`src/rtl/vend_pkg.sv`:
```
// Shared definitions for the vending machine payment controller:
// drink codes and prices, coin codes and values, and the controller state encoding.
package vend_pkg;

   localparam logic [7:0] DRINK_A = 8'h21;
   localparam logic [7:0] DRINK_B = 8'h1B;
   localparam logic [7:0] DRINK_C = 8'h2B;
   localparam logic [7:0] DRINK_D = 8'h4D;

   localparam logic [7:0] PRICE_A = 8'd15;
   localparam logic [7:0] PRICE_B = 8'd20;
   localparam logic [7:0] PRICE_C = 8'd25;
   localparam logic [7:0] PRICE_D = 8'd30;

   localparam logic [1:0] COIN_1  = 2'd0;
   localparam logic [1:0] COIN_5  = 2'd1;
   localparam logic [1:0] COIN_10 = 2'd2;
   localparam logic [1:0] COIN_50 = 2'd3;

   typedef enum logic [1:0] {
      ST_IDLE    = 2'b00,
      ST_COLLECT = 2'b01,
      ST_CHANGE  = 2'b10,
      ST_DONE    = 2'b11
   } state_t;

   function automatic logic [7:0] coin_value(input logic [1:0] code);
      logic [7:0] value;
      case (code)
         COIN_1:  value = 8'd1;
         COIN_5:  value = 8'd5;
         COIN_10: value = 8'd10;
         default: value = 8'd50;
      endcase
      return value;
   endfunction

   // A price of zero marks an unknown drink code.
   function automatic logic [7:0] drink_price(input logic [7:0] code);
      logic [7:0] price;
      case (code)
         DRINK_A: price = PRICE_A;
         DRINK_B: price = PRICE_B;
         DRINK_C: price = PRICE_C;
         DRINK_D: price = PRICE_D;
         default: price = 8'd0;
      endcase
      return price;
   endfunction

endpackage

```
`src/rtl/vend_change_pick.sv`:
```
// Greedy change selector: presents the largest coin not exceeding the
// remaining change (50, 10, 5, then 1).
module vend_change_pick
   import vend_pkg::*;
(
   input  logic [7:0] i_remaining,
   output logic [1:0] o_coin
);

   always_comb begin
      o_coin = COIN_1;
      if (i_remaining >= 8'd50)
         o_coin = COIN_50;
      else if (i_remaining >= 8'd10)
         o_coin = COIN_10;
      else if (i_remaining >= 8'd5)
         o_coin = COIN_5;
   end

endmodule

```
`src/rtl/vend_pay_ctrl.sv`:
```
// Payment and change controller for the drink vending machine.
// Optional refund input enabled by defining VEND_CANCEL_EN.
module vend_pay_ctrl
   import vend_pkg::*;
#(
   parameter logic [7:0] MAX_CREDIT = 8'd99
)
(
   input  logic       clk,
   input  logic       reset,
   input  logic [7:0] drink,
   input  logic       coin_valid,
   input  logic [1:0] coin_val,
`ifdef VEND_CANCEL_EN
   input  logic       cancel,
`endif
   input  logic       change_ready,
   output logic [1:0] state,
   output logic [7:0] credit,
   output logic       paid,
   output logic       coin_reject,
   output logic       change_valid,
   output logic [1:0] change_coin,
   output logic       done
);

   state_t     r_state;
   logic [7:0] r_credit;
   logic [7:0] r_price;
   logic       r_paid;
   logic       r_reject;
   logic       r_done;

   logic       w_cancel;
   logic [7:0] w_sum;
   logic [7:0] w_drinkPrice;
   logic [1:0] w_pickCoin;
   logic [7:0] w_pickValue;

`ifdef VEND_CANCEL_EN
   assign w_cancel = cancel;
`else
   assign w_cancel = 1'b0;
`endif

   assign w_sum        = r_credit + coin_value(coin_val);
   assign w_drinkPrice = drink_price(drink);
   assign w_pickValue  = coin_value(w_pickCoin);

   vend_change_pick u_pick (
      .i_remaining (r_credit),
      .o_coin      (w_pickCoin)
   );

   // In CHANGE, r_credit holds the change still owed rather than the credit.
   always_ff @(posedge clk or negedge reset) begin
      if (!reset) begin
         r_state  <= ST_IDLE;
         r_credit <= 8'd0;
         r_price  <= 8'd0;
         r_paid   <= 1'b0;
         r_reject <= 1'b0;
         r_done   <= 1'b0;
      end else begin
         r_paid   <= 1'b0;
         r_reject <= 1'b0;
         r_done   <= 1'b0;
         case (r_state)
            ST_IDLE: begin
               if (coin_valid)
                  r_reject <= 1'b1;
               if (w_drinkPrice != 8'd0) begin
                  r_price  <= w_drinkPrice;
                  r_credit <= 8'd0;
                  r_state  <= ST_COLLECT;
               end
            end
            ST_COLLECT: begin
               if (w_cancel) begin
                  if (coin_valid)
                     r_reject <= 1'b1;
                  if (r_credit != 8'd0) begin
                     r_state <= ST_CHANGE;
                  end else begin
                     r_state <= ST_DONE;
                     r_done  <= 1'b1;
                  end
               end else if (coin_valid) begin
                  if (w_sum > MAX_CREDIT) begin
                     r_reject <= 1'b1;
                  end else if (w_sum >= r_price) begin
                     r_paid <= 1'b1;
                     if (w_sum == r_price) begin
                        r_credit <= w_sum;
                        r_state  <= ST_DONE;
                        r_done   <= 1'b1;
                     end else begin
                        r_credit <= w_sum - r_price;
                        r_state  <= ST_CHANGE;
                     end
                  end else begin
                     r_credit <= w_sum;
                  end
               end
            end
            ST_CHANGE: begin
               if (coin_valid)
                  r_reject <= 1'b1;
               if (change_ready) begin
                  r_credit <= r_credit - w_pickValue;
                  if (r_credit == w_pickValue) begin
                     r_state <= ST_DONE;
                     r_done  <= 1'b1;
                  end
               end
            end
            default: begin
               if (coin_valid)
                  r_reject <= 1'b1;
               r_credit <= 8'd0;
               r_price  <= 8'd0;
               r_state  <= ST_IDLE;
            end
         endcase
      end
   end

   assign state        = r_state;
   assign credit       = r_credit;
   assign paid         = r_paid;
   assign coin_reject  = r_reject;
   assign done         = r_done;
   assign change_valid = (r_state == ST_CHANGE);
   assign change_coin  = change_valid ? w_pickCoin : 2'd0;

endmodule

```
`config.mk`:
```
export PLATFORM = sky130hd
export DESIGN_NAME = vend_pay_ctrl
export DESIGN_NICKNAME = d
export VERILOG_FILES = /design/src/rtl/vend_pkg.sv /design/src/rtl/vend_change_pick.sv /design/src/rtl/vend_pay_ctrl.sv
export SDC_FILE = /design/constraint.sdc
export NUM_CORES = 1
export LEC_CHECK = 0
export BUFFER_PORTS_ARGS = -buffer_cell sky130_fd_sc_hd__buf_4
export CAP_MARGIN = 25
export CELL_PAD_IN_SITES_DETAIL_PLACEMENT = 1
export CELL_PAD_IN_SITES_GLOBAL_PLACEMENT = 1
export CORE_MARGIN = 2
export CORE_UTILIZATION = 46
export DETAILED_ROUTE_END_ITERATION = 12
export PLACE_DENSITY_LB_ADDON = 0.1
export RECOVER_POWER = 50
export SYNTH_ARGS = -nofsm -noshare
export SYNTH_HDL_FRONTEND = slang
export SYNTH_SLANG_ARGS = --single-unit
export TNS_END_PERCENT = 1
```
`constraint.sdc`:
```
create_clock -name clk -period 8.53 [get_ports clk]
set_input_delay 1.706 -clock clk [delete_from_list [all_inputs] [get_ports clk]]
set_output_delay 1.706 -clock clk [all_outputs]
set_load 0.1 [all_outputs]
```
### After elaboration in Yosys (flattened, before gate mapping)

Index checks and enable logic that the tools add are counted.

* flip-flop bits (word level): 21
* output and inout bits: 16

* $add $sub $neg: 3
* order comparisons: 5
* equality and inequality tests: 18
* mux-type cells: 39
* bitwise operators: 1
* reductions and logical operators: 8

Operators with widths (number)
* 8-bit 2-to-1 mux: 7
* 6-bit case mux with 3 select lines: 2
* 8-bit case mux with 3 select lines: 1
* 5-bit case mux with 4 select lines: 1
* 2-bit 2-to-1 mux: 9
* 8-bit by 6-bit == test with 1-bit output (second input constant): 2
* 8-bit == test: 2
* 1-bit 2-to-1 mux: 16
* 8-bit case mux with 2 select lines: 1
* 8-bit subtractor: 2
* 2-bit inequality test (second input constant): 5
* 8-bit adder: 1
* 8-bit by 5-bit == test with 1-bit output (second input constant): 1
* 8-bit by 7-bit == test with 1-bit output (second input constant): 1
* 8-bit by 3-bit >= comparator with 1-bit output (second input constant): 1
* 8-bit by 4-bit >= comparator with 1-bit output (second input constant): 1
* 8-bit by 6-bit >= comparator with 1-bit output (second input constant): 1
* 8-bit >= comparator: 1
* 8-bit by 7-bit > comparator with 1-bit output (second input constant): 1
* 8-bit nonzero test: 1
* 2-bit by 1-bit == test with 1-bit output (second input constant): 3
* 2-bit == test (second input constant): 3
* 2-bit zero test: 3
* 2-bit case mux with 3 select lines: 1
* other kinds (7): 7

### Longest topological paths before layout

* depth in word-level cells: 10
* gate-level depth with buffers: 17

### By module

Synthesis repeated with hierarchy kept, for this count alone.

* cells, all modules: 275
* area total of the unflattened synthesis: 2223.4 µm²

By module, submodules not included
* vend_pay_ctrl: times used 1, cells each 264, area each 2158.3 µm²
* vend_change_pick: times used 1, cells each 11, area each 65.1 µm²

### Worst setup path after synthesis

OpenSTA, ideal clock, no wires.

* path kind: register to output
* from: reg r_state[1], in the netlist state[1]
* to: out change_coin[0]
* arrival: 4.525 ns
* data required time: 6.824 ns
* slack: 2.299 ns
* stages on the path, launching flop included: 4
* cells stage by stage: dfrtp_1 > ha_1 > clkbuf_1 > a21boi_0

* longest elaborated chain between the ends: 2

RTL lines
* start: declaration: line vend_pay_ctrl.sv:27 `state_t r_state;`
* start signal: assignment: line vend_pay_ctrl.sv:58 `r_state <= ST_IDLE;`
* start signal: assignment: line vend_pay_ctrl.sv:75 `r_state <= ST_COLLECT;`
* start signal: assignment: line vend_pay_ctrl.sv:83 `r_state <= ST_CHANGE;`
* 2-bit == test: line vend_pay_ctrl.sv:133 `assign change_valid = (r_state == ST_CHANGE);`
* named net change_valid: line vend_pay_ctrl.sv:22 `output logic change_valid,`
* 2-bit 2-to-1 mux: line vend_pay_ctrl.sv:134 `assign change_coin = change_valid ? w_pickCoin : 2'd0;`
* end: declaration: line vend_pay_ctrl.sv:23 `output logic [1:0] change_coin,`

The timed path passes the listed nets, and every way through them passes these cells.

### Final worst setup path

* from: in coin_val[1]
* to: reg r_state[0], in the netlist state[0]

* longest elaborated chain between the ends: 9
* elaborated cells on any way between the ends: 16
* those cells by class: add/sub (1); order compare (2); eq/ne (5); mux (6); reduce/logical (2)

RTL lines
* start: declaration: line vend_pay_ctrl.sv:13 `input logic [1:0] coin_val,`
* 2-bit == test (tied with other cells): line vend_pkg.sv:29 `case (code)`
* 6-bit case mux with 3 select lines (*): line vend_pkg.sv:29
* 8-bit adder (*): line vend_pay_ctrl.sv:46 `assign w_sum = r_credit + coin_value(coin_val);`
* 8-bit == test: line vend_pay_ctrl.sv:93 `if (w_sum == r_price) begin`
* 1-bit 2-to-1 mux: line vend_pay_ctrl.sv:93
* 2-bit 2-to-1 mux: line vend_pay_ctrl.sv:91 `end else if (w_sum >= r_price) begin`
* 2-bit 2-to-1 mux: line vend_pay_ctrl.sv:89 `if (w_sum > MAX_CREDIT) begin`
* 2-bit 2-to-1 mux: line vend_pay_ctrl.sv:88 `end else if (coin_valid) begin`
* 2-bit case mux with 3 select lines: line vend_pay_ctrl.sv:68 `case (r_state)`
* end signal: assignment: line vend_pay_ctrl.sv:75
* end signal: assignment: line vend_pay_ctrl.sv:95 `r_state <= ST_DONE;`
* end signal: assignment: line vend_pay_ctrl.sv:99 `r_state <= ST_CHANGE;`

Every way passes the cells marked *; elsewhere a longest branch is shown, timed or not. The select of a mux whose other input is x is not followed.
A chain may end at the register's enable or synchronous reset.

==> results.md <==
* Clock network latency to the later pin of the worst-skew pair at 0.26 ns
* Async set or reset register ratio after synthesis at between 90% and 100%
* Cell with the largest stage delay on the worst path: sky130_fd_sc_hd__a22oi_1
* Clock-pin slew on the worst setup and hold paths at 0.08 ns
* Most frequent standard cell in the layout excluding fill and tap cells: sky130_fd_sc_hd__inv_1
* CTS sink cnt at 18
* Number of buffer and inverter stages on the critical path at 3
* Seq cells post-synth at 18
* Number of warnings issued by yosys at 0
* Post-Syn Nets at 301
* Final layout net count at 326
* Effective utilization at floorplan at between 40% and 50%
* Setup tns final at 0 ns
* Max-Cap Viols at 0
* Fin crit share at 58.77%
* Cell class contributing the biggest share of worst-path delay: compound AO/OA/AOI/OAI gates
* Sequential cell area in the final layout at 450.4 um2
* Count of input and output buffers at 29
* Critical path endpoint category: register
* Unrepaired setup endpoints after global routing: false
* Cells along the critical path: buf_4, inv_1, ha_1, inv_1, fa_1, nor2b_1, o21ai_1, a22o_1, a21oi_1, o211ai_1, a22oi_1, a221oi_1, mux2_1
* Area of the placeable core at 4384 um2
* Number of hold violations in the final report at 0
* Post-route cell area at 2364 um2
* Slew at the pin closest to its max-slew limit at 1.189 ns
* Share of layout cells above drive strength 1 at 11.72%
* Number of ports placed on the die boundary at 30
* RePlAce Congestion at slightly below 0.9
* Commonest cells after routing, fill and taps aside: 25 x sky130_fd_sc_hd__inv_1, 23 x sky130_fd_sc_hd__nor2_1, 20 x sky130_fd_sc_hd__buf_4
* CTS H-tree depth at 1
* Total routing resource utilization after global routing at 27.17%
* Post-layout minimum cycle time at 5.013 ns
* Vias after detailed routing at 2102
* Via/cell ratio at 6.146
* Count of cell types in the netlist at 57
* Routed wire per std cell at ~19 um
* Post_cts resized at 0
* Synth Instances at between 200 and 300
* Die Footprint at 5118 um2
* Clk_skew at 0.002032 ns
* Maximum achievable frequency at ~200 MHz
* ANT nets after route at 0
* Worst-case headroom to the max-slew limit at 21.05%
* Startpoint Class: input port
* Data arrival time of the critical path at 5.15 ns
* Pins Over Slew Limit at 0
* # hold bufs at CTS at 0
* Endpoint required time on the critical path at 8.67 ns
* Sequential element share of the synthesized area at between 20 and 25%
* DP Wirelength at 4892 um
* Total area of multi-input combinational cells at 1511 um2
* Number of DRC markers in iteration 0 at 81
* Worst setup slack for register-to-register paths at 4.72 ns
* GRT overflow at 0
* Largest net degree at the start of global routing at 19
* Layout overhead on the synthesized area at 12.64%
* Clock root buffer: sky130_fd_sc_hd__clkbuf_8
* Hold WC Path Type: register to register
* Die Wd at just over 70 um
* Biggest fanout along the worst timing path at 17
* WS Path Type: input port to register
* Vias in the first global route at 2237
* First-pass GRT wire length at 11070 um
* Total setup buffers inserted after CTS at 0
* Mapped Avg Cell Area at 7.888 um2
* Filler Cell Count at 558
* Clock Path Buffers at 2
* Final Setup Violations at 0
* Antenna violations before repair at 0
* Total detailed-routing wirelength at 6360 um
* Diodes inserted at 0
* TritonCTS clock tree: done
* Pre-Repair DR Iteration Count at 4
* Delay of the slowest cell on the worst path at around 0.92 ns
* Number of enable-type register cells in the synthesized netlist at 0
* Synth Flop Type: sky130_fd_sc_hd__dfrtp_1
* Most common cell type on the critical path: sky130_fd_sc_hd__inv_1
* Remaining design rule violation count at 0
* Vert. Die Dim at 71.54 um
* Outcome: complete, no violations
* Post-Place Cell Area at 2338 um2
* Netlist area before placement at approximately 2100 um2
* Number of clock buffers inserted by TritonCTS at 3
* Row Count at 24
==> stage by stage <==
| step | hold WS [ns] | instances | util, % | setup WS, ns |
|---|---|---|---|---|
| 3_5_place_dp | 0.5461 | 338 | 53.34 | 3.268 |
| 2_1_floorplan | 0.4743 | 266 | - | 2.299 |
| 6_report | 0.5705 | 342 | 53.91 | 3.517 |
| 4_1_cts | 0.5656 | 342 | 54.59 | 3.534 |
| 3_3_place_gp | 0.5384 | 338 | 53.34 | 3.378 |
| 5_1_grt | 0.6113 | 342 | 53.91 | 3.142 |
==> Yosys cell counts (4+ instances only) <==
| library cell | instances | area (um2) |
|---|---|---|
| sky130_fd_sc_hd__o211ai_1 | 5 | 37.54 |
| sky130_fd_sc_hd__nor3_1 | 4 | 20.02 |
| sky130_fd_sc_hd__o21ai_0 | 17 | 85.08 |
| sky130_fd_sc_hd__o21ai_1 | 4 | 20.02 |
| sky130_fd_sc_hd__nand2_1 | 18 | 67.56 |
| sky130_fd_sc_hd__a21oi_1 | 16 | 80.08 |
| sky130_fd_sc_hd__xnor2_1 | 9 | 78.83 |
| sky130_fd_sc_hd__xor2_1 | 6 | 52.55 |
| sky130_fd_sc_hd__nor2_1 | 23 | 86.33 |
| sky130_fd_sc_hd__and3_1 | 5 | 31.28 |
| sky130_fd_sc_hd__a21o_1 | 4 | 30.03 |
| sky130_fd_sc_hd__nor2b_1 | 11 | 68.82 |
| sky130_fd_sc_hd__ha_1 | 18 | 225.2 |
| sky130_fd_sc_hd__a221oi_1 | 5 | 43.79 |
| sky130_fd_sc_hd__inv_1 | 25 | 93.84 |
| sky130_fd_sc_hd__clkbuf_1 | 7 | 26.28 |
| sky130_fd_sc_hd__nand3_1 | 6 | 30.03 |
| sky130_fd_sc_hd__dfrtp_1 | 18 | 450.4 |
==> worst min-delay path, delay by kind of cell, from the launching register on <==
family         cells  cell delay, ns
AO/OA/AOI/OAI      2            0.17
flip-flops         1            0.36
==> per-layer routing <==
metal	GRT usage, %	wire (um)
met2	47.53	3212
met5	0	0
met4	6.709	83
met1	36.33	2883
met3	2.250	180
==> state kept, by name, summed over array words and instances, names as in the netlist <==
name / count
credit: 8
r_price: 5
state: 2
coin_reject: 1
done: 1
paid: 1
==> cells by family (layout without fill, tap and decap cells) <==
kind of cell	Yosys count	count (layout)	share of synthesized area [%]
AO/OA/AOI/OAI	84	84	27.13
adder cells (fa/ha/maj)	21	21	13.60
XOR/XNOR	16	16	7.037
flip-flops	18	18	21.47
AND/OR/NAND/NOR	88	88	21.65
buffers and inverters	34	58	6.500
multiplexers	5	5	2.624
==> layout make-up <==
type,instances,share of cell area (%)
Inverter,25,3.970
Clock buffer,4,2.329
Sequential cell,18,19.06
Tap cell,52,2.753
Timing Repair Buffer,29,7.941
Multi-Input combinational cell,214,63.95
==> worst paths after layout <==
kind                       cells past startpoint              startpoint                      to
hold / removal                                 2  r_price[4]$_DFFE_PN0P_  r_price[4]$_DFFE_PN0P_
hold reg to reg                                2  r_price[4]$_DFFE_PN0P_  r_price[4]$_DFFE_PN0P_
max in group asynchronous                      1                   reset   credit[2]$_DFFE_PN0P_
setup reg to reg                              10   credit[1]$_DFFE_PN0P_    state[0]$_DFFE_PN0P_
min in group asynchronous                      1                   reset  r_price[3]$_DFFE_PN0P_
setup / recovery                              13             coin_val[1]    state[0]$_DFFE_PN0P_
Power is not shown: default switching activity piles up to over one toggle a cycle in this logic, so the estimate is an artifact.
